[config.mk]
export PLATFORM = sky130hd
export DESIGN_NAME = cs_cs_address_control_flat
export DESIGN_NICKNAME = d
export VERILOG_FILES = /design/src/rtl/cs_cs_address_control_if.sv /design/src/rtl/cs_cs_address_control.sv /design/src/flat_wrapper.sv
export SDC_FILE = /design/constraint.sdc
export NUM_CORES = 1
export LEC_CHECK = 0
export ABC_AREA = 1
export CORE_MARGIN = 1.5
export CORE_UTILIZATION = 55
export DETAILED_ROUTE_END_ITERATION = 10
export DONT_BUFFER_PORTS = 1
export HOLD_SLACK_MARGIN = 0.05
export PLACE_DENSITY = 0.72
export SLEW_MARGIN = 20
export SYNTH_ARGS = -nofsm -noshare
export SYNTH_HDL_FRONTEND = slang
export SYNTH_SLANG_ARGS = --single-unit
[constraint.sdc]
create_clock -name CS_CS_ADDRESS_CONTROL_CLOCK_50 -period 4.5 [get_ports CS_CS_ADDRESS_CONTROL_CLOCK_50]
set_input_delay 0.9 -clock CS_CS_ADDRESS_CONTROL_CLOCK_50 [delete_from_list [all_inputs] [get_ports CS_CS_ADDRESS_CONTROL_CLOCK_50]]
set_output_delay 0.9 -clock CS_CS_ADDRESS_CONTROL_CLOCK_50 [all_outputs]
set_load 0.02 [all_outputs]
[src/rtl/cs_cs_address_control_if.sv]
// rtl/cs_cs_address_control_if.sv - microsequencer address-control bus bundle
interface cs_cs_address_control_if #(
  parameter int ADDR_LENGTH      = 11,
  parameter int COND_LENGTH      = 3,
  parameter int SELECTION_LENGTH = 2
);
  logic [ADDR_LENGTH-1:0]      CS_CS_ADDRESS_CONTROL_data_NextAddr_InBUS;
  logic [ADDR_LENGTH-1:0]      CS_CS_ADDRESS_CONTROL_data_JumpAddr_InBUS;
  logic [COND_LENGTH-1:0]      CS_CS_ADDRESS_CONTROL_data_Cond_InBUS;
  logic                        CS_CS_ADDRESS_CONTROL_data_RD_In;
  logic                        CS_CS_ADDRESS_CONTROL_data_WR_In;
  logic                        CS_CS_ADDRESS_CONTROL_data_MemReady_In;
  logic                        CS_CS_ADDRESS_CONTROL_data_N_In;
  logic                        CS_CS_ADDRESS_CONTROL_data_Z_In;
  logic                        CS_CS_ADDRESS_CONTROL_data_V_In;
  logic                        CS_CS_ADDRESS_CONTROL_data_C_In;
  logic                        CS_CS_ADDRESS_CONTROL_data_IR13_In;
  logic [ADDR_LENGTH-1:0]      CS_CS_ADDRESS_CONTROL_data_Addr_OutBUS;
  logic [ADDR_LENGTH-1:0]      CS_CS_ADDRESS_CONTROL_data_CSAI_OutBUS;
  logic [SELECTION_LENGTH-1:0] CS_CS_ADDRESS_CONTROL_selection_OutBUS;
  logic                        CS_CS_ADDRESS_CONTROL_stall_Out;
  logic                        CS_CS_ADDRESS_CONTROL_halted_Out;

  modport master (
    output CS_CS_ADDRESS_CONTROL_data_NextAddr_InBUS, CS_CS_ADDRESS_CONTROL_data_JumpAddr_InBUS,
           CS_CS_ADDRESS_CONTROL_data_Cond_InBUS, CS_CS_ADDRESS_CONTROL_data_RD_In,
           CS_CS_ADDRESS_CONTROL_data_WR_In, CS_CS_ADDRESS_CONTROL_data_MemReady_In,
           CS_CS_ADDRESS_CONTROL_data_N_In, CS_CS_ADDRESS_CONTROL_data_Z_In,
           CS_CS_ADDRESS_CONTROL_data_V_In, CS_CS_ADDRESS_CONTROL_data_C_In,
           CS_CS_ADDRESS_CONTROL_data_IR13_In,
    input  CS_CS_ADDRESS_CONTROL_data_Addr_OutBUS, CS_CS_ADDRESS_CONTROL_data_CSAI_OutBUS,
           CS_CS_ADDRESS_CONTROL_selection_OutBUS, CS_CS_ADDRESS_CONTROL_stall_Out,
           CS_CS_ADDRESS_CONTROL_halted_Out
  );

  modport slave (
    input  CS_CS_ADDRESS_CONTROL_data_NextAddr_InBUS, CS_CS_ADDRESS_CONTROL_data_JumpAddr_InBUS,
           CS_CS_ADDRESS_CONTROL_data_Cond_InBUS, CS_CS_ADDRESS_CONTROL_data_RD_In,
           CS_CS_ADDRESS_CONTROL_data_WR_In, CS_CS_ADDRESS_CONTROL_data_MemReady_In,
           CS_CS_ADDRESS_CONTROL_data_N_In, CS_CS_ADDRESS_CONTROL_data_Z_In,
           CS_CS_ADDRESS_CONTROL_data_V_In, CS_CS_ADDRESS_CONTROL_data_C_In,
           CS_CS_ADDRESS_CONTROL_data_IR13_In,
    output CS_CS_ADDRESS_CONTROL_data_Addr_OutBUS, CS_CS_ADDRESS_CONTROL_data_CSAI_OutBUS,
           CS_CS_ADDRESS_CONTROL_selection_OutBUS, CS_CS_ADDRESS_CONTROL_stall_Out,
           CS_CS_ADDRESS_CONTROL_halted_Out
  );
endinterface

[src/rtl/cs_cs_address_control.sv]
// rtl/cs_cs_address_control.sv - control-store address register, mux selection, memory stall and halt detect
module cs_cs_address_control #(
  parameter int ADDR_LENGTH      = 11,
  parameter int COND_LENGTH      = 3,
  parameter int SELECTION_LENGTH = 2
) (
  input logic CS_CS_ADDRESS_CONTROL_CLOCK_50,
  input logic CS_CS_ADDRESS_CONTROL_RESET_InHigh,
  cs_cs_address_control_if.slave bus
);
  typedef enum logic [1:0] {BOOT, RUN, WAIT_MEM, HALT} state_t;

  localparam logic [SELECTION_LENGTH-1:0] SEL_CSAI   = SELECTION_LENGTH'(0);
  localparam logic [SELECTION_LENGTH-1:0] SEL_JUMP   = SELECTION_LENGTH'(1);
  localparam logic [SELECTION_LENGTH-1:0] SEL_DECODE = SELECTION_LENGTH'(2);

  logic                        clk;
  logic                        rst;
  state_t                      state;
  logic [ADDR_LENGTH-1:0]      addr;
  logic                        stall_r;
  logic                        halted_r;
  logic [SELECTION_LENGTH-1:0] sel;
  logic                        mem_req;
  logic                        mem_ready;
  logic                        halt_idiom;
  logic [COND_LENGTH-1:0]      cond;

  assign clk       = CS_CS_ADDRESS_CONTROL_CLOCK_50;
  assign rst       = CS_CS_ADDRESS_CONTROL_RESET_InHigh;
  assign cond      = bus.CS_CS_ADDRESS_CONTROL_data_Cond_InBUS;
  assign mem_req   = bus.CS_CS_ADDRESS_CONTROL_data_RD_In | bus.CS_CS_ADDRESS_CONTROL_data_WR_In;
  assign mem_ready = bus.CS_CS_ADDRESS_CONTROL_data_MemReady_In;
  assign halt_idiom = (cond == COND_LENGTH'(6)) && !mem_req &&
                      (bus.CS_CS_ADDRESS_CONTROL_data_JumpAddr_InBUS == addr);

  always_comb begin
    sel = SEL_CSAI;
    if (state == RUN || state == WAIT_MEM) begin
      case (cond)
        COND_LENGTH'(1): sel = bus.CS_CS_ADDRESS_CONTROL_data_N_In    ? SEL_JUMP : SEL_CSAI;
        COND_LENGTH'(2): sel = bus.CS_CS_ADDRESS_CONTROL_data_Z_In    ? SEL_JUMP : SEL_CSAI;
        COND_LENGTH'(3): sel = bus.CS_CS_ADDRESS_CONTROL_data_V_In    ? SEL_JUMP : SEL_CSAI;
        COND_LENGTH'(4): sel = bus.CS_CS_ADDRESS_CONTROL_data_C_In    ? SEL_JUMP : SEL_CSAI;
        COND_LENGTH'(5): sel = bus.CS_CS_ADDRESS_CONTROL_data_IR13_In ? SEL_JUMP : SEL_CSAI;
        COND_LENGTH'(6): sel = SEL_JUMP;
        COND_LENGTH'(7): sel = SEL_DECODE;
        default:         sel = SEL_CSAI;
      endcase
    end
  end

  always_ff @(posedge clk or posedge rst) begin
    if (rst) begin
      state    <= BOOT;
      addr     <= '0;
      stall_r  <= 1'b0;
      halted_r <= 1'b0;
    end else begin
      case (state)
        BOOT: state <= RUN;
        RUN: begin
          if (halt_idiom) begin
            state    <= HALT;
            stall_r  <= 1'b1;
            halted_r <= 1'b1;
          end else if (mem_req && !mem_ready) begin
            state   <= WAIT_MEM;
            stall_r <= 1'b1;
          end else begin
            addr <= bus.CS_CS_ADDRESS_CONTROL_data_NextAddr_InBUS;
          end
        end
        WAIT_MEM: begin
          if (mem_ready) begin
            state   <= RUN;
            stall_r <= 1'b0;
            addr    <= bus.CS_CS_ADDRESS_CONTROL_data_NextAddr_InBUS;
          end
        end
        default: state <= HALT;
      endcase
    end
  end

  // BOOT and the first RUN cycle of an unready access stall before the register can catch up
  assign bus.CS_CS_ADDRESS_CONTROL_stall_Out = stall_r ||
                                               (state == RUN && mem_req && !mem_ready) ||
                                               (state == BOOT && !rst);
  assign bus.CS_CS_ADDRESS_CONTROL_halted_Out      = halted_r;
  assign bus.CS_CS_ADDRESS_CONTROL_data_Addr_OutBUS = addr;
  assign bus.CS_CS_ADDRESS_CONTROL_data_CSAI_OutBUS = addr + ADDR_LENGTH'(1);
  assign bus.CS_CS_ADDRESS_CONTROL_selection_OutBUS = sel;
endmodule
[src/flat_wrapper.sv]
// flat-port wrapper written by rule: the top's interface ports become plain ports
module cs_cs_address_control_flat 
#(
  parameter int ADDR_LENGTH      = 11,
  parameter int COND_LENGTH      = 3,
  parameter int SELECTION_LENGTH = 2
)
  (CS_CS_ADDRESS_CONTROL_CLOCK_50, CS_CS_ADDRESS_CONTROL_RESET_InHigh, bus_CS_CS_ADDRESS_CONTROL_data_NextAddr_InBUS, bus_CS_CS_ADDRESS_CONTROL_data_JumpAddr_InBUS, bus_CS_CS_ADDRESS_CONTROL_data_Cond_InBUS, bus_CS_CS_ADDRESS_CONTROL_data_RD_In, bus_CS_CS_ADDRESS_CONTROL_data_WR_In, bus_CS_CS_ADDRESS_CONTROL_data_MemReady_In, bus_CS_CS_ADDRESS_CONTROL_data_N_In, bus_CS_CS_ADDRESS_CONTROL_data_Z_In, bus_CS_CS_ADDRESS_CONTROL_data_V_In, bus_CS_CS_ADDRESS_CONTROL_data_C_In, bus_CS_CS_ADDRESS_CONTROL_data_IR13_In, bus_CS_CS_ADDRESS_CONTROL_data_Addr_OutBUS, bus_CS_CS_ADDRESS_CONTROL_data_CSAI_OutBUS, bus_CS_CS_ADDRESS_CONTROL_selection_OutBUS, bus_CS_CS_ADDRESS_CONTROL_stall_Out, bus_CS_CS_ADDRESS_CONTROL_halted_Out);
  cs_cs_address_control_if #(.ADDR_LENGTH(ADDR_LENGTH), .COND_LENGTH(COND_LENGTH), .SELECTION_LENGTH(SELECTION_LENGTH)) bus_i ();
  input logic CS_CS_ADDRESS_CONTROL_CLOCK_50;
  input logic CS_CS_ADDRESS_CONTROL_RESET_InHigh;
  input wire logic [$bits(bus_i.CS_CS_ADDRESS_CONTROL_data_NextAddr_InBUS)-1:0] bus_CS_CS_ADDRESS_CONTROL_data_NextAddr_InBUS;
  input wire logic [$bits(bus_i.CS_CS_ADDRESS_CONTROL_data_JumpAddr_InBUS)-1:0] bus_CS_CS_ADDRESS_CONTROL_data_JumpAddr_InBUS;
  input wire logic [$bits(bus_i.CS_CS_ADDRESS_CONTROL_data_Cond_InBUS)-1:0] bus_CS_CS_ADDRESS_CONTROL_data_Cond_InBUS;
  input wire logic [$bits(bus_i.CS_CS_ADDRESS_CONTROL_data_RD_In)-1:0] bus_CS_CS_ADDRESS_CONTROL_data_RD_In;
  input wire logic [$bits(bus_i.CS_CS_ADDRESS_CONTROL_data_WR_In)-1:0] bus_CS_CS_ADDRESS_CONTROL_data_WR_In;
  input wire logic [$bits(bus_i.CS_CS_ADDRESS_CONTROL_data_MemReady_In)-1:0] bus_CS_CS_ADDRESS_CONTROL_data_MemReady_In;
  input wire logic [$bits(bus_i.CS_CS_ADDRESS_CONTROL_data_N_In)-1:0] bus_CS_CS_ADDRESS_CONTROL_data_N_In;
  input wire logic [$bits(bus_i.CS_CS_ADDRESS_CONTROL_data_Z_In)-1:0] bus_CS_CS_ADDRESS_CONTROL_data_Z_In;
  input wire logic [$bits(bus_i.CS_CS_ADDRESS_CONTROL_data_V_In)-1:0] bus_CS_CS_ADDRESS_CONTROL_data_V_In;
  input wire logic [$bits(bus_i.CS_CS_ADDRESS_CONTROL_data_C_In)-1:0] bus_CS_CS_ADDRESS_CONTROL_data_C_In;
  input wire logic [$bits(bus_i.CS_CS_ADDRESS_CONTROL_data_IR13_In)-1:0] bus_CS_CS_ADDRESS_CONTROL_data_IR13_In;
  output wire logic [$bits(bus_i.CS_CS_ADDRESS_CONTROL_data_Addr_OutBUS)-1:0] bus_CS_CS_ADDRESS_CONTROL_data_Addr_OutBUS;
  output wire logic [$bits(bus_i.CS_CS_ADDRESS_CONTROL_data_CSAI_OutBUS)-1:0] bus_CS_CS_ADDRESS_CONTROL_data_CSAI_OutBUS;
  output wire logic [$bits(bus_i.CS_CS_ADDRESS_CONTROL_selection_OutBUS)-1:0] bus_CS_CS_ADDRESS_CONTROL_selection_OutBUS;
  output wire logic [$bits(bus_i.CS_CS_ADDRESS_CONTROL_stall_Out)-1:0] bus_CS_CS_ADDRESS_CONTROL_stall_Out;
  output wire logic [$bits(bus_i.CS_CS_ADDRESS_CONTROL_halted_Out)-1:0] bus_CS_CS_ADDRESS_CONTROL_halted_Out;
  assign bus_i.CS_CS_ADDRESS_CONTROL_data_NextAddr_InBUS = bus_CS_CS_ADDRESS_CONTROL_data_NextAddr_InBUS;
  assign bus_i.CS_CS_ADDRESS_CONTROL_data_JumpAddr_InBUS = bus_CS_CS_ADDRESS_CONTROL_data_JumpAddr_InBUS;
  assign bus_i.CS_CS_ADDRESS_CONTROL_data_Cond_InBUS = bus_CS_CS_ADDRESS_CONTROL_data_Cond_InBUS;
  assign bus_i.CS_CS_ADDRESS_CONTROL_data_RD_In = bus_CS_CS_ADDRESS_CONTROL_data_RD_In;
  assign bus_i.CS_CS_ADDRESS_CONTROL_data_WR_In = bus_CS_CS_ADDRESS_CONTROL_data_WR_In;
  assign bus_i.CS_CS_ADDRESS_CONTROL_data_MemReady_In = bus_CS_CS_ADDRESS_CONTROL_data_MemReady_In;
  assign bus_i.CS_CS_ADDRESS_CONTROL_data_N_In = bus_CS_CS_ADDRESS_CONTROL_data_N_In;
  assign bus_i.CS_CS_ADDRESS_CONTROL_data_Z_In = bus_CS_CS_ADDRESS_CONTROL_data_Z_In;
  assign bus_i.CS_CS_ADDRESS_CONTROL_data_V_In = bus_CS_CS_ADDRESS_CONTROL_data_V_In;
  assign bus_i.CS_CS_ADDRESS_CONTROL_data_C_In = bus_CS_CS_ADDRESS_CONTROL_data_C_In;
  assign bus_i.CS_CS_ADDRESS_CONTROL_data_IR13_In = bus_CS_CS_ADDRESS_CONTROL_data_IR13_In;
  assign bus_CS_CS_ADDRESS_CONTROL_data_Addr_OutBUS = bus_i.CS_CS_ADDRESS_CONTROL_data_Addr_OutBUS;
  assign bus_CS_CS_ADDRESS_CONTROL_data_CSAI_OutBUS = bus_i.CS_CS_ADDRESS_CONTROL_data_CSAI_OutBUS;
  assign bus_CS_CS_ADDRESS_CONTROL_selection_OutBUS = bus_i.CS_CS_ADDRESS_CONTROL_selection_OutBUS;
  assign bus_CS_CS_ADDRESS_CONTROL_stall_Out = bus_i.CS_CS_ADDRESS_CONTROL_stall_Out;
  assign bus_CS_CS_ADDRESS_CONTROL_halted_Out = bus_i.CS_CS_ADDRESS_CONTROL_halted_Out;
  cs_cs_address_control #(.ADDR_LENGTH(ADDR_LENGTH), .COND_LENGTH(COND_LENGTH), .SELECTION_LENGTH(SELECTION_LENGTH)) u_core (.CS_CS_ADDRESS_CONTROL_CLOCK_50(CS_CS_ADDRESS_CONTROL_CLOCK_50), .CS_CS_ADDRESS_CONTROL_RESET_InHigh(CS_CS_ADDRESS_CONTROL_RESET_InHigh), .bus(bus_i));
endmodule
== After elaboration in Yosys (flattened, before gate mapping) ==
Index checks and enable logic that the tools add are counted.

* Bits in registers: 15
* Input bits: 35
* Output and inout port bits: 26

* Add/subtract/negate cells: 1
* Equality and inequality tests: 14
* Mux-type cells: 19
* Bitwise operators: 1
* Reduce and logical (&&, ||, !) cells: 18

{| class="wikitable"
|+ Operators by type and width
! operator !! number
|-
| $mux W11 || 3
|-
| $pmux W11 S2 || 1
|-
| $pmux W2 S7 || 1
|-
| $eq A3 B3 Y1 const B || 4
|-
| $add A11 B1 Y11 const B || 1
|-
| $eq A11 B11 Y1 || 1
|-
| $mux W1 || 8
|-
| $mux W2 || 4
|-
| $eq A3 B2 Y1 const B || 2
|-
| $logic_and A1 B1 Y1 || 6
|-
| $ne A2 B2 Y1 const B || 3
|-
| $pmux W2 S3 || 1
|-
| $reduce_and A2 Y1 || 2
|-
| $reduce_and A4 Y1 || 1
|-
| $eq A3 B1 Y1 const B || 1
|-
| $logic_not A1 Y1 || 3
|-
| $logic_or A1 B1 Y1 || 3
|-
| $ne A3 B1 Y1 const B || 1
|-
| $reduce_and A3 Y1 || 1
|-
| $eq A2 B1 Y1 const B || 1
|-
| $eq A2 B2 Y1 const B || 1
|-
| $logic_not A2 Y1 || 1
|-
| $pmux W1 S2 || 1
|-
| $reduce_bool A2 Y1 || 1
|-
| $or A1 B1 Y1 || 1
|}

== Logic depth before layout (Yosys ltp) ==
Gate-level depths: netlist (run 1).

* Depth in word-level cells: 6
* Mapped depth: 11

== Worst setup path before layout (run 1) ==
No wires, ideal clock.

* Path type: reg-to-output
* Start point: reg u_core.addr[1] (netlist: u_core.bus.CS_CS_ADDRESS_CONTROL_data_Addr_OutBUS[1])
* End point: out bus_CS_CS_ADDRESS_CONTROL_data_CSAI_OutBUS[10]
* Arrival time: 1.734 ns
* Required time: 3.600 ns
* Setup slack: 1.866 ns
* Stages on the path, launching flop included: 8
* Cells stage by stage: dfrtp_1 -> ha_1 -> nand3_1 -> nor2_1 -> nand2_1 -> nor3_1 -> nand3_1 -> xnor2_1

* Longest elaborated chain between the ends: 1

{| class="wikitable"
|+ Ends and longest elaborated chain
! what !! RTL line !! source
|-
| start: declaration || cs_cs_address_control.sv:20 || <nowiki>logic [ADDR_LENGTH-1:0] addr;</nowiki>
|-
| start signal: assignment || cs_cs_address_control.sv:71 || <nowiki>addr <= bus.CS_CS_ADDRESS_CONTROL_data_NextAddr_InBUS;</nowiki>
|-
| start signal: assignment || cs_cs_address_control.sv:78 || <nowiki>addr <= bus.CS_CS_ADDRESS_CONTROL_data_NextAddr_InBUS;</nowiki>
|-
| $add A11 B1 Y11 || cs_cs_address_control.sv:92 || <nowiki>assign bus.CS_CS_ADDRESS_CONTROL_data_CSAI_OutBUS = addr + ADDR_LENGTH'(1);</nowiki>
|-
| end: declaration || flat_wrapper.sv:24 || <nowiki>output wire logic [$bits(bus_i.CS_CS_ADDRESS_CONTROL_data_CSAI_OutBUS)-1:0] bus_CS_CS_ADDRESS_CONTROL_data_CSA ...</nowiki>
|}

No other way between the ends.

== Worst setup path in the final report (run 1) ==
* Start point: reg u_core.addr[0] (netlist: u_core.bus.CS_CS_ADDRESS_CONTROL_data_Addr_OutBUS[0])
* End point: out bus_CS_CS_ADDRESS_CONTROL_data_CSAI_OutBUS[10]

Same word-level chain as after synthesis.

==> impl_metrics.py, run 1 <==
metrics = {
    "setup_path": {
        "worstReg2RegStart": "u_core.state[1]",
        "setup.worst_path.end_class": "output pin",
        "cp_cell_sequence": "ha_1, nand3_1, nor2_1, nand2_1, nor3_1, nand3_1, xnor2_1",
        "worst_setup_path_start_kind": "register",
        "crit_slowest_cell": "dfrtp_1",
        "timing.reg2reg.setup_slack_ps": 2570,
        "ff2ff_path_depth": 7,
        "cp_data_arrival_time_ps": 2230,
        "crit_required_ps": 3600,
        "worst-setup-path-type": "register to output pin",
        "timing.critical_path.slowest_cell_delay_ps": 540,
        "endpoint": "bus_CS_CS_ADDRESS_CONTROL_data_CSAI_OutBUS[10]",
        "cp_common_cell": "nand3_1",
        "worstPathMaxFanout": 4,
    },
    "yosys": {
        "fraction_of_the_mapped_netlist_area_in_simple_logic_gates": 0.422,
        "synth_cell_types": 25,
        "synth.cells.most_frequent": "nand2_1 (68), inv_1 (26), nand3_1 (21)",
        "synth_xor_area_frac": 0.0716,
        "synth.area.top_cells": "dfrtp_1 (31%), nand2_1 (21%), nand3_1 (8.6%)",
        "number_of_enable_type_register_cells_in_the_synthesized_netlist": 0,
        "yosysSeqAreaShare": 0.307,
        "synth-main-ff-cell": "dfrtp_1",
        "synth.mux.area_fraction": 0,
        "yosysTopAreaCellShare": 0.307,
        "fraction_of_the_mapped_netlist_area_in_adder_cells": 0.0512,
        "largest_family_of_logic_cells_by_synthesized_area": "simple AND/OR/NAND/NOR gates",
        "synth_most_common_cell": "nand2_1",
        "postSynthRegisterBits": 15,
        "postSynthNetCount": 219,
        "yosysWarnings": 0,
        "synth_top_cell_by_area": "dfrtp_1",
        "synth_compound_area_frac": 0.0379,
        "postSynthCellCount": 179,
        "cell_area_after_synthesis_mm2": 0.00122,
        "synth-async-reset-ratio": 1.00,
        "mapped_avg_cell_area_um2": 6.83,
    },
    "power_and_ir_drop": {
        "max-vdd-ir-drop_mv": 0.414,
        "netSwitchingPower_w": 0.000522,
        "share_of_power_burned_in_registers": 0.386,
        "pwr-share-clk": 0.084,
        "p_leak_nw": 0.679,
        "design_power_total_w": 0.000909,
        "pwr-share-comb": 0.530,
        "power_density_cells_mw_per_mm2": 725,
        "switching_share": 0.574,
        "intPower_w": 0.000387,
    },
    "sta": {
        "post-route-min-period_ps": 3130,
        "setup-violations-final": 0,
        "unrepaired_setup_endpoints_after_global_routing": "no",
        "fin_skew_ps": 6.38,
        "top_achievable_clock_speed_mhz": 320,
        "post-route-period-util": 0.695,
        "slew_headroom": 0.569,
        "worst-slew-pin-transition_ps": 642,
        "hold_viol_final": 0,
        "finalMaxSlewViolations": 0,
        "tns_ps": 0,
    },
    "place": {
        "hpwlAfterDp_um": 2050,
        "place.port_buffers": 0,
        "gp_congestion": 0.749,
    },
    "hold_path": {
        "hold-path-cell-count": 2,
        "min-delay-path-class": "register to register",
    },
    "drt": {
        "detailedRoute.firstIterationViolations": 27,
        "detail_route.wirelength_um": 2530,
        "vias": 1080,
        "antenna_violating_nets_post_route": 0,
        "post_route_drc": 0,
        "drt_pre_antenna_iters": 4,
        "routed_via_density": 5.22,
        "detail_route.wl_per_cell_um": 12.2,
    },
    "floorplanning": {
        "start_util": 0.605,
        "floorplan.die.height_um": 50.1,
        "coreArea_mm2": 0.00202,
        "ioPinCount": 61,
        "dieWidth_um": 50.1,
        "fp-row-count": 16,
        "floorplan.die_area_mm2": 0.00251,
    },
    "cts": {
        "cts.sink_count": 15,
        "cts-buffers-inserted": 3,
        "number_of_gates_resized_after_cts": 0,
        "post-cts-setup-buffers": 0,
        "cts-root-buf": "clkbuf_4",
        "htreeDepth": 1,
        "clock_buffer_depth": 2,
        "cts.clk_slew.worst_paths_ps": 90,
        "clock_tree_from_tritoncts": "yes",
        "cts.hold.buffers_added": 0,
        "insertion_delay_ps": 280,
    },
    "outcome": {
        "outcome": "completed",
    },
    "global_routing": {
        "gr-usage-all-layers": 0.225,
        "grt_overflow": 0,
        "first_global_vias": 1017,
        "initial_antenna_violation_count": 0,
        "grt_first_pass_wirelength_um": 4350,
        "largest_net_degree_at_the_start_of_global_routing": 17,
    },
    "finish": {
        "post_route_cells_drive_above_1_share": 0.0889,
        "antenna-diode-count": 0,
        "fin_nets": 221,
        "syn_to_final_growth_pct": 2.46,
    },
    "job": {
        "max_capacitance_violation_count": 0,
    },
}
==> state kept, by name, indices dropped and copies added, names as in the netlist <==
name,count
u_core.stall_r,1
u_core.bus.CS_CS_ADDRESS_CONTROL_data_Addr_OutBUS,11
u_core.bus.CS_CS_ADDRESS_CONTROL_halted_Out,1
u_core.state,2
==> worst min-delay path by stage <==
stage	to	startpoint
2_1_floorplan	u_core.stall_r	u_core.stall_r
3_3_place_gp	u_core.stall_r	u_core.stall_r
3_5_place_dp	u_core.stall_r	u_core.stall_r
4_1_cts	u_core.stall_r	u_core.stall_r
5_1_grt	u_core.stall_r	u_core.stall_r
6_report	u_core.stall_r	u_core.stall_r
==> cell type report <==
type                       count  area [um2]
fill                         196         769
multi-input combinational    133         712
sequential                    15         375
inverter                      28         105
tap                           27        33.8
clock buffer                   4        26.3
==> per-stage QoR <==
| step | cell area (um2) | std cells | hold WS (ps) | setup slack [ps] | util |
|---|---|---|---|---|---|
| floorplan | 1220 | 179 | 442 | 1870 | - |
| global placement | 1230 | 203 | 456 | 1760 | 0.606 |
| detailed placement | 1230 | 203 | 498 | 1680 | 0.606 |
| CTS | 1250 | 207 | 519 | 1350 | 0.619 |
| global route | 1250 | 207 | 553 | 1130 | 0.619 |
| finish | 1250 | 207 | 524 | 1370 | 0.619 |
==> critical path: cells and delay by family, from the launching register on <==
family / cells / cell delay, ps
xor+xnor: 1 / 450
fa+ha+maj: 1 / 240
flops: 1 / 540
simple gates: 5 / 710
==> cell families after synthesis <==
family	count (synthesis)
AOI/OAI and AO/OA	5
adders and majority gates	5
and+or+nand+nor	113
xor gates and xnor gates	10
DFF	15
buffers and inverters	31
==> layer usage <==
| metal | GRT usage | wire length [um] | up-vias |
|---|---|---|---|
| li1 | - | - | 554 |
| met1 | 0.291 | 1140 | 477 |
| met2 | 0.377 | 1170 | 45 |
| met3 | 0.0357 | 191 | 4 |
| met4 | 0.0833 | 38 | 0 |
| met5 | 0 | 0 | - |
==> power groups by stage <==
| stage | logic (W) | clock network (W) | registers, W |
|---|---|---|---|
| 3_3_place_gp | 0.000475 | 0 | 0.000348 |
| 3_5_place_dp | 0.000484 | 0 | 0.000353 |
| 2_1_floorplan | 0.000436 | 0 | 0.000324 |
| 6_report | 0.000482 | 0.0000760 | 0.000351 |
| 5_1_grt | 0.000555 | 0.0000850 | 0.000364 |
| 4_1_cts | 0.000485 | 0.0000793 | 0.000351 |
==> cells in the final DEF (no fill, tap or decap), types with 3 or more instances in the layout <==
cell type and count:
nand2_1 68, nand3_1 21, nor3_1 4, nor2_1 9, dfrtp_1 15, clkbuf_4 3
inv_1 26, ha_1 5, xor2_1 8
(Power assumes the default switching activity.)
==> run 2: changes to the inputs <==
==> constraint.sdc (replaced) <==
create_clock -name CS_CS_ADDRESS_CONTROL_CLOCK_50 -period 2.91 [get_ports CS_CS_ADDRESS_CONTROL_CLOCK_50]
set_input_delay 0.582 -clock CS_CS_ADDRESS_CONTROL_CLOCK_50 [delete_from_list [all_inputs] [get_ports CS_CS_ADDRESS_CONTROL_CLOCK_50]]
set_output_delay 0.582 -clock CS_CS_ADDRESS_CONTROL_CLOCK_50 [all_outputs]
set_load 0.02 [all_outputs]
==> run 2 against run 1 <==
  * Clock skew fell by 2.8 ps
  * Die area did not move
  * Via count rose by 1.0%
  * Combinational power rose by 56%
  * Final cell count rose by 0.48%
==> impl_metrics.py, run 2 (synthesis results as in run 1) <==
metrics = {
    "cts": {
        "cts.hold.buffers_added": 0,
        "cts-root-buf": "clkbuf_4",
        "cts.sink_count": 15,
        "cts-buffers-inserted": 3,
        "htreeDepth": 1,
        "clock_tree_from_tritoncts": "yes",
        "cts.clk_slew.worst_paths_ps": 90,
        "clock_buffer_depth": 2,
        "insertion_delay_ps": 270,
    },
    "finish": {
        "layout.filler_cells": 199,
        "antenna-diode-count": 0,
        "fin_nets": 222,
        "layout_common_cells": "nand2_1 (68), inv_1 (26), nand3_1 (21)",
        "finish.instance_area_mm2": 0.00127,
        "leading_cell_type_in_the_layout_fill_and_taps_excluded": "nand2_1",
        "syn_to_final_growth_pct": 3.79,
        "post_route_cells_drive_above_1_share": 0.105,
        "largest_register_ff_count": 11,
    },
    "power_and_ir_drop": {
        "design_power_total_w": 0.00141,
        "p_leak_nw": 0.694,
        "power_density_cells_mw_per_mm2": 1110,
        "max-vdd-ir-drop_mv": 0.679,
    },
    "sta": {
        "slew_headroom": 0.573,
        "worst-slew-pin-transition_ps": 635,
        "finalMaxSlewViolations": 0,
        "top_achievable_clock_speed_mhz": 373,
        "fin_skew_ps": 3.61,
        "unrepaired_setup_endpoints_after_global_routing": "no",
        "hold_viol_final": 0,
        "setup-violations-final": 0,
        "tns_ps": 0,
        "post-route-min-period_ps": 2680,
        "post-route-period-util": 0.922,
    },
    "global_routing": {
        "grt_util_met3": 0.0476,
        "initial_antenna_violation_count": 0,
        "globalRouteMet2Util": 0.388,
        "grt_busiest_layer": "met2",
        "grt_overflow": 0,
        "largest_net_degree_at_the_start_of_global_routing": 16,
        "first_global_vias": 1080,
        "gr-usage-all-layers": 0.230,
        "global_route.usage.met1": 0.304,
        "grt_first_pass_wirelength_um": 4480,
    },
    "place": {
        "gp_congestion": 0.772,
        "dpl-instance-area_mm2": 0.00123,
        "hpwlAfterDp_um": 2130,
        "place.port_buffers": 0,
    },
    "floorplanning": {
        "ioPinCount": 61,
        "start_util": 0.605,
        "floorplan.die.height_um": 50.1,
        "coreArea_mm2": 0.00202,
        "dieWidth_um": 50.1,
        "floorplan.die_area_mm2": 0.00251,
        "fp-row-count": 16,
    },
    "drt": {
        "detail_route.wirelength_um": 2570,
        "routed_via_density": 5.25,
        "post_route_drc": 0,
        "drt_pre_antenna_iters": 4,
        "antenna_violating_nets_post_route": 0,
        "detailedRoute.firstIterationViolations": 18,
        "vias": 1091,
        "detail_route.wl_per_cell_um": 12.4,
    },
    "job": {
        "max_capacitance_violation_count": 0,
    },
    "setup_path": {
        "timing.reg2reg.setup_slack_ps": 990,
        "crit_slowest_cell": "dfrtp_1",
        "cp_common_cell": "nand3_1",
        "worstPathMaxFanout": 5,
        "critical_path_buf_inv_count": 0,
        "cp_cell_sequence": "ha_1, nand3_1, nor2_1, nand2_1, nor3_1, nand3_1, xnor2_2",
        "worst-setup-path-type": "register to output pin",
        "critical_path.top_delay_family": "simple AND/OR/NAND/NOR gates",
        "crit_required_ps": 2330,
        "worst_setup_path_start_kind": "register",
        "cp_data_arrival_time_ps": 2100,
        "timing.critical_path.slowest_cell_delay_ps": 540,
        "worstReg2RegStart": "u_core.state[0]",
        "ff2ff_path_depth": 8,
        "setup.worst_path.end_class": "output pin",
    },
    "hold_path": {
        "min-delay-path-class": "primary input to async pin",
    },
    "outcome": {
        "outcome": "completed",
    },
}
-- run 2: worst reg2reg max path: stages (launching register included) --
cell	delay [ps]
dfrtp_1	400
inv_1	80
ha_1	220
inv_1	130
nor2_1	110
a211oi_4	540
nand2_4	180
nand2_1	100
nand2_1	50
-- run 2: final cells by class --
class | count | area [um2] | share of cell area
Multi-Input combinational cell | 133 | 719 | 0.567
Sequential cell | 15 | 375 | 0.296
Inverter | 28 | 105 | 0.0828
Tap cell | 27 | 33.8 | 0.0266
Clock buffer | 3 | 22.5 | 0.0178
Timing Repair Buffer | 1 | 7.51 | 0.00592
Clock inverter | 1 | 5.00 | 0.00394
-- run 2: how the worst max path moves through the flow --
stage	endpoint	start	slack, ps	cells after the start
floorplan	bus_CS_CS_ADDRESS_CONTROL_data_CSAI_OutBUS[10]	register	590	7
global placement	bus_CS_CS_ADDRESS_CONTROL_data_CSAI_OutBUS[10]	register	490	7
detailed placement	bus_CS_CS_ADDRESS_CONTROL_data_CSAI_OutBUS[10]	register	440	7
CTS	bus_CS_CS_ADDRESS_CONTROL_data_CSAI_OutBUS[10]	register	120	7
global route	bus_CS_CS_ADDRESS_CONTROL_data_CSAI_OutBUS[10]	register	60	7
finish	bus_CS_CS_ADDRESS_CONTROL_data_CSAI_OutBUS[10]	register	230	7
-- run 2: stage by stage --
step	hold WS (ps)	worst slack, ps	util	std cells
2_1_floorplan	442	594	-	179
5_1_grt	289	63.5	0.627	208
4_1_cts	288	120	0.624	208
6_report	274	228	0.627	208
3_3_place_gp	458	487	0.610	204
3_5_place_dp	470	437	0.610	204
-- run 2: timing repair --
item | in CTS | in global routing
setup buffers | 0 | 0
gates resized for setup | 0 | 1
setup endpoints to repair | 0 | 1
-- run 2: power breakdown --
group | internal, W | switching, W
Sequential | 0.000305 | 0.000238
Clock | 0.0000509 | 0.0000647
Combinational | 0.000245 | 0.000507
Total | 0.000601 | 0.000809
-- run 2: per-layer routing --
metal / up-vias / share of wire
li1: 557 / -
met1: 484 / 0.45
met2: 48 / 0.46
met3: 2 / 0.085
met4: 0 / 0.0066
met5: - / 0
==> run 3: changes to the inputs <==
--- a/config.mk
+++ b/config.mk
@@ -5,7 +5,7 @@
 export SDC_FILE = /design/constraint.sdc
 export NUM_CORES = 1
 export LEC_CHECK = 0
-export ABC_AREA = 1
+export ABC_AREA = 0
 export CORE_MARGIN = 1.5
 export CORE_UTILIZATION = 55
 export DETAILED_ROUTE_END_ITERATION = 10
==> run 3 against run 2 <==
  * Non-clock buffer count unchanged
  * Critical endpoint unchanged
  * Total power decreased by 68%
  * Highest routed layer unchanged
  * Critical path type unchanged
  * Worst hold slack got worse by 96 ps
  * Largest power group is now registers
==> impl_metrics.py, run 3 <==
metrics = {
    "setup_path": {
        "worst-setup-path-type": "register to output pin",
        "setup.worst_path.end_class": "output pin",
        "cp_data_arrival_time_ps": 2060,
        "cp_cell_sequence": "ha_1, nand3_1, nor2_1, nand3_1, xnor2_1",
        "crit_slowest_cell": "dfrtp_1",
        "ff2ff_path_depth": 7,
        "cp_common_cell": "nand3_1",
        "worstPathMaxFanout": 7,
        "timing.critical_path.slowest_cell_delay_ps": 570,
        "worst_setup_path_start_kind": "register",
        "crit_required_ps": 2330,
        "timing.reg2reg.setup_slack_ps": 680,
    },
    "power_and_ir_drop": {
        "share_of_power_burned_in_registers": 0.563,
        "max-vdd-ir-drop_mv": 0.333,
        "netSwitchingPower_w": 0.000140,
        "switching_share": 0.314,
        "pwr-share-clk": 0.271,
        "pwr-share-comb": 0.166,
        "p_leak_nw": 0.502,
        "power_density_cells_mw_per_mm2": 378,
        "intPower_w": 0.000305,
    },
    "global_routing": {
        "grt_first_pass_wirelength_um": 3270,
        "first_global_vias": 796,
        "initial_antenna_violation_count": 0,
        "gr-usage-all-layers": 0.206,
        "grt_overflow": 0,
        "largest_net_degree_at_the_start_of_global_routing": 17,
    },
    "sta": {
        "fin_skew_ps": 6.62,
        "post-route-period-util": 0.907,
        "finalMaxSlewViolations": 0,
        "hold_viol_final": 0,
        "worst-slew-pin-transition_ps": 843,
        "top_achievable_clock_speed_mhz": 379,
        "unrepaired_setup_endpoints_after_global_routing": "no",
        "tns_ps": 0,
        "setup-violations-final": 0,
        "post-route-min-period_ps": 2640,
        "slew_headroom": 0.438,
    },
    "yosys": {
        "synth.mux.area_fraction": 0.152,
        "yosysWarnings": 0,
        "synth.area.top_cells": "dfrtp_1 (33%), mux2_4 (13%), xnor2_1 (11%)",
        "mapped_avg_cell_area_um2": 9.87,
        "number_of_enable_type_register_cells_in_the_synthesized_netlist": 0,
        "synth_most_common_cell": "dfrtp_1",
        "postSynthRegisterBits": 15,
        "synth.cells.most_frequent": "dfrtp_1 (15), xnor2_1 (14), mux2_4 (10)",
        "postSynthCellCount": 114,
        "yosysSeqAreaShare": 0.334,
        "cell_area_after_synthesis_mm2": 0.00112,
        "synth_compound_area_frac": 0.100,
        "fraction_of_the_mapped_netlist_area_in_simple_logic_gates": 0.165,
        "synth_xor_area_frac": 0.156,
        "synth-async-reset-ratio": 1.00,
        "largest_family_of_logic_cells_by_synthesized_area": "simple AND/OR/NAND/NOR gates",
        "yosysTopAreaCellShare": 0.334,
        "synth_top_cell_by_area": "dfrtp_1",
        "postSynthNetCount": 154,
        "synth-main-ff-cell": "dfrtp_1",
        "fraction_of_the_mapped_netlist_area_in_adder_cells": 0.0556,
        "synth_cell_types": 28,
    },
    "finish": {
        "largest_register_ff_count": 11,
        "leading_cell_type_in_the_layout_fill_and_taps_excluded": "dfrtp_1",
        "layout_common_cells": "dfrtp_1 (15), xnor2_1 (14), mux2_4 (10)",
        "fin_nets": 158,
        "utilization": 0.606,
        "antenna-diode-count": 0,
        "post_route_cells_drive_above_1_share": 0.154,
        "syn_to_final_growth_pct": 4.56,
    },
    "drt": {
        "detail_route.wl_per_cell_um": 15.6,
        "antenna_violating_nets_post_route": 0,
        "routed_via_density": 5.71,
        "drt_pre_antenna_iters": 4,
        "vias": 822,
        "detailedRoute.firstIterationViolations": 9,
        "detail_route.wirelength_um": 2250,
        "post_route_drc": 0,
    },
    "hold_path": {
        "min-delay-path-class": "primary input to async pin",
    },
    "cts": {
        "post-cts-setup-buffers": 0,
        "cts.clk_slew.worst_paths_ps": 90,
        "insertion_delay_ps": 280,
        "number_of_gates_resized_after_cts": 0,
        "clock_tree_from_tritoncts": "yes",
        "cts-root-buf": "clkbuf_4",
        "cts.sink_count": 15,
        "htreeDepth": 1,
        "clock_buffer_depth": 2,
        "cts-buffers-inserted": 3,
        "cts.hold.buffers_added": 0,
    },
    "outcome": {
        "outcome": "completed",
    },
    "floorplanning": {
        "dieWidth_um": 48.2,
        "floorplan.die_area_mm2": 0.00233,
        "fp-row-count": 16,
        "floorplan.die.height_um": 48.2,
        "start_util": 0.579,
        "ioPinCount": 61,
        "coreArea_mm2": 0.00194,
    },
    "job": {
        "max_capacitance_violation_count": 0,
    },
    "place": {
        "hpwlAfterDp_um": 1770,
        "gp_congestion": 0.720,
        "place.port_buffers": 0,
    },
}
==> run 3: worst max-delay path: cells and delay by family (launching register included) <==
kind,cells,cell delay (ps)
flip-flops,1,570
adder cells (fa/ha/maj),1,250
XOR/XNOR,1,430
AND/OR/NAND/NOR,3,530
==> run 3: metrics by stage <==
step / cells / power, W / hold WS, ps / setup slack (ps) / instance area (um2)
finish: 144 / 0.000445 / 178 / 271 / 1180
global route: 144 / 0.000463 / 213 / 110 / 1180
CTS: 144 / 0.000447 / 182 / 262 / 1180
detailed placement: 140 / 0.000329 / 491 / 581 / 1150
global placement: 140 / 0.000327 / 490 / 612 / 1150
floorplan: 114 / 0.000317 / 492 / 742 / 1120
==> run 3: logic make-up (layout without fill, tap and decap cells) <==
group / after synthesis / in the layout
buf+inv: 9 / 12
compound gates: 18 / 18
simple gates: 35 / 35
flops: 15 / 15
mux: 12 / 12
xor+xnor: 20 / 20
fa+ha+maj: 5 / 5
==> run 3: cell type report <==
cell class	instances	area (um2)
clock buffer	4	26.3
fill	180	766
inverter	7	26.3
multi-input combinational	90	707
sequential	15	375
tap	27	33.8
timing repair buffer	1	7.51
==> run 3: routing by layer <==
layer,routed length (um),global-route usage
met4,26,0.0811
met5,0,0
met1,857,0.223
met2,1210,0.374
met3,155,0.0593
==> run 3: final timing paths <==
kind                                                                                     from                                        endpoint
max                                                                                  register  bus_CS_CS_ADDRESS_CONTROL_data_CSAI_OutBUS[10]
min                                                        CS_CS_ADDRESS_CONTROL_RESET_InHigh                                 u_core.state[0]
max reg2reg                                                                   u_core.state[1]                                        register
min reg2reg                                       u_core.bus.CS_CS_ADDRESS_CONTROL_halted_Out     u_core.bus.CS_CS_ADDRESS_CONTROL_halted_Out
max in group asynchronous                                  CS_CS_ADDRESS_CONTROL_RESET_InHigh                                       async pin
min in group CS_CS_ADDRESS_CONTROL_CLOCK_50  bus_CS_CS_ADDRESS_CONTROL_data_NextAddr_InBUS[9]                                        register
==> run 3: power by group through the flow <==
| stage | Clock [W] | Sequential [W] | Combinational, W |
|---|---|---|---|
| 3_5_place_dp | 0 | 0.000255 | 0.0000743 |
| 6_report | 0.000121 | 0.000250 | 0.0000737 |
| 3_3_place_gp | 0 | 0.000254 | 0.0000735 |
| 5_1_grt | 0.000128 | 0.000253 | 0.0000813 |
| 4_1_cts | 0.000122 | 0.000251 | 0.0000747 |
| 2_1_floorplan | 0 | 0.000248 | 0.0000683 |
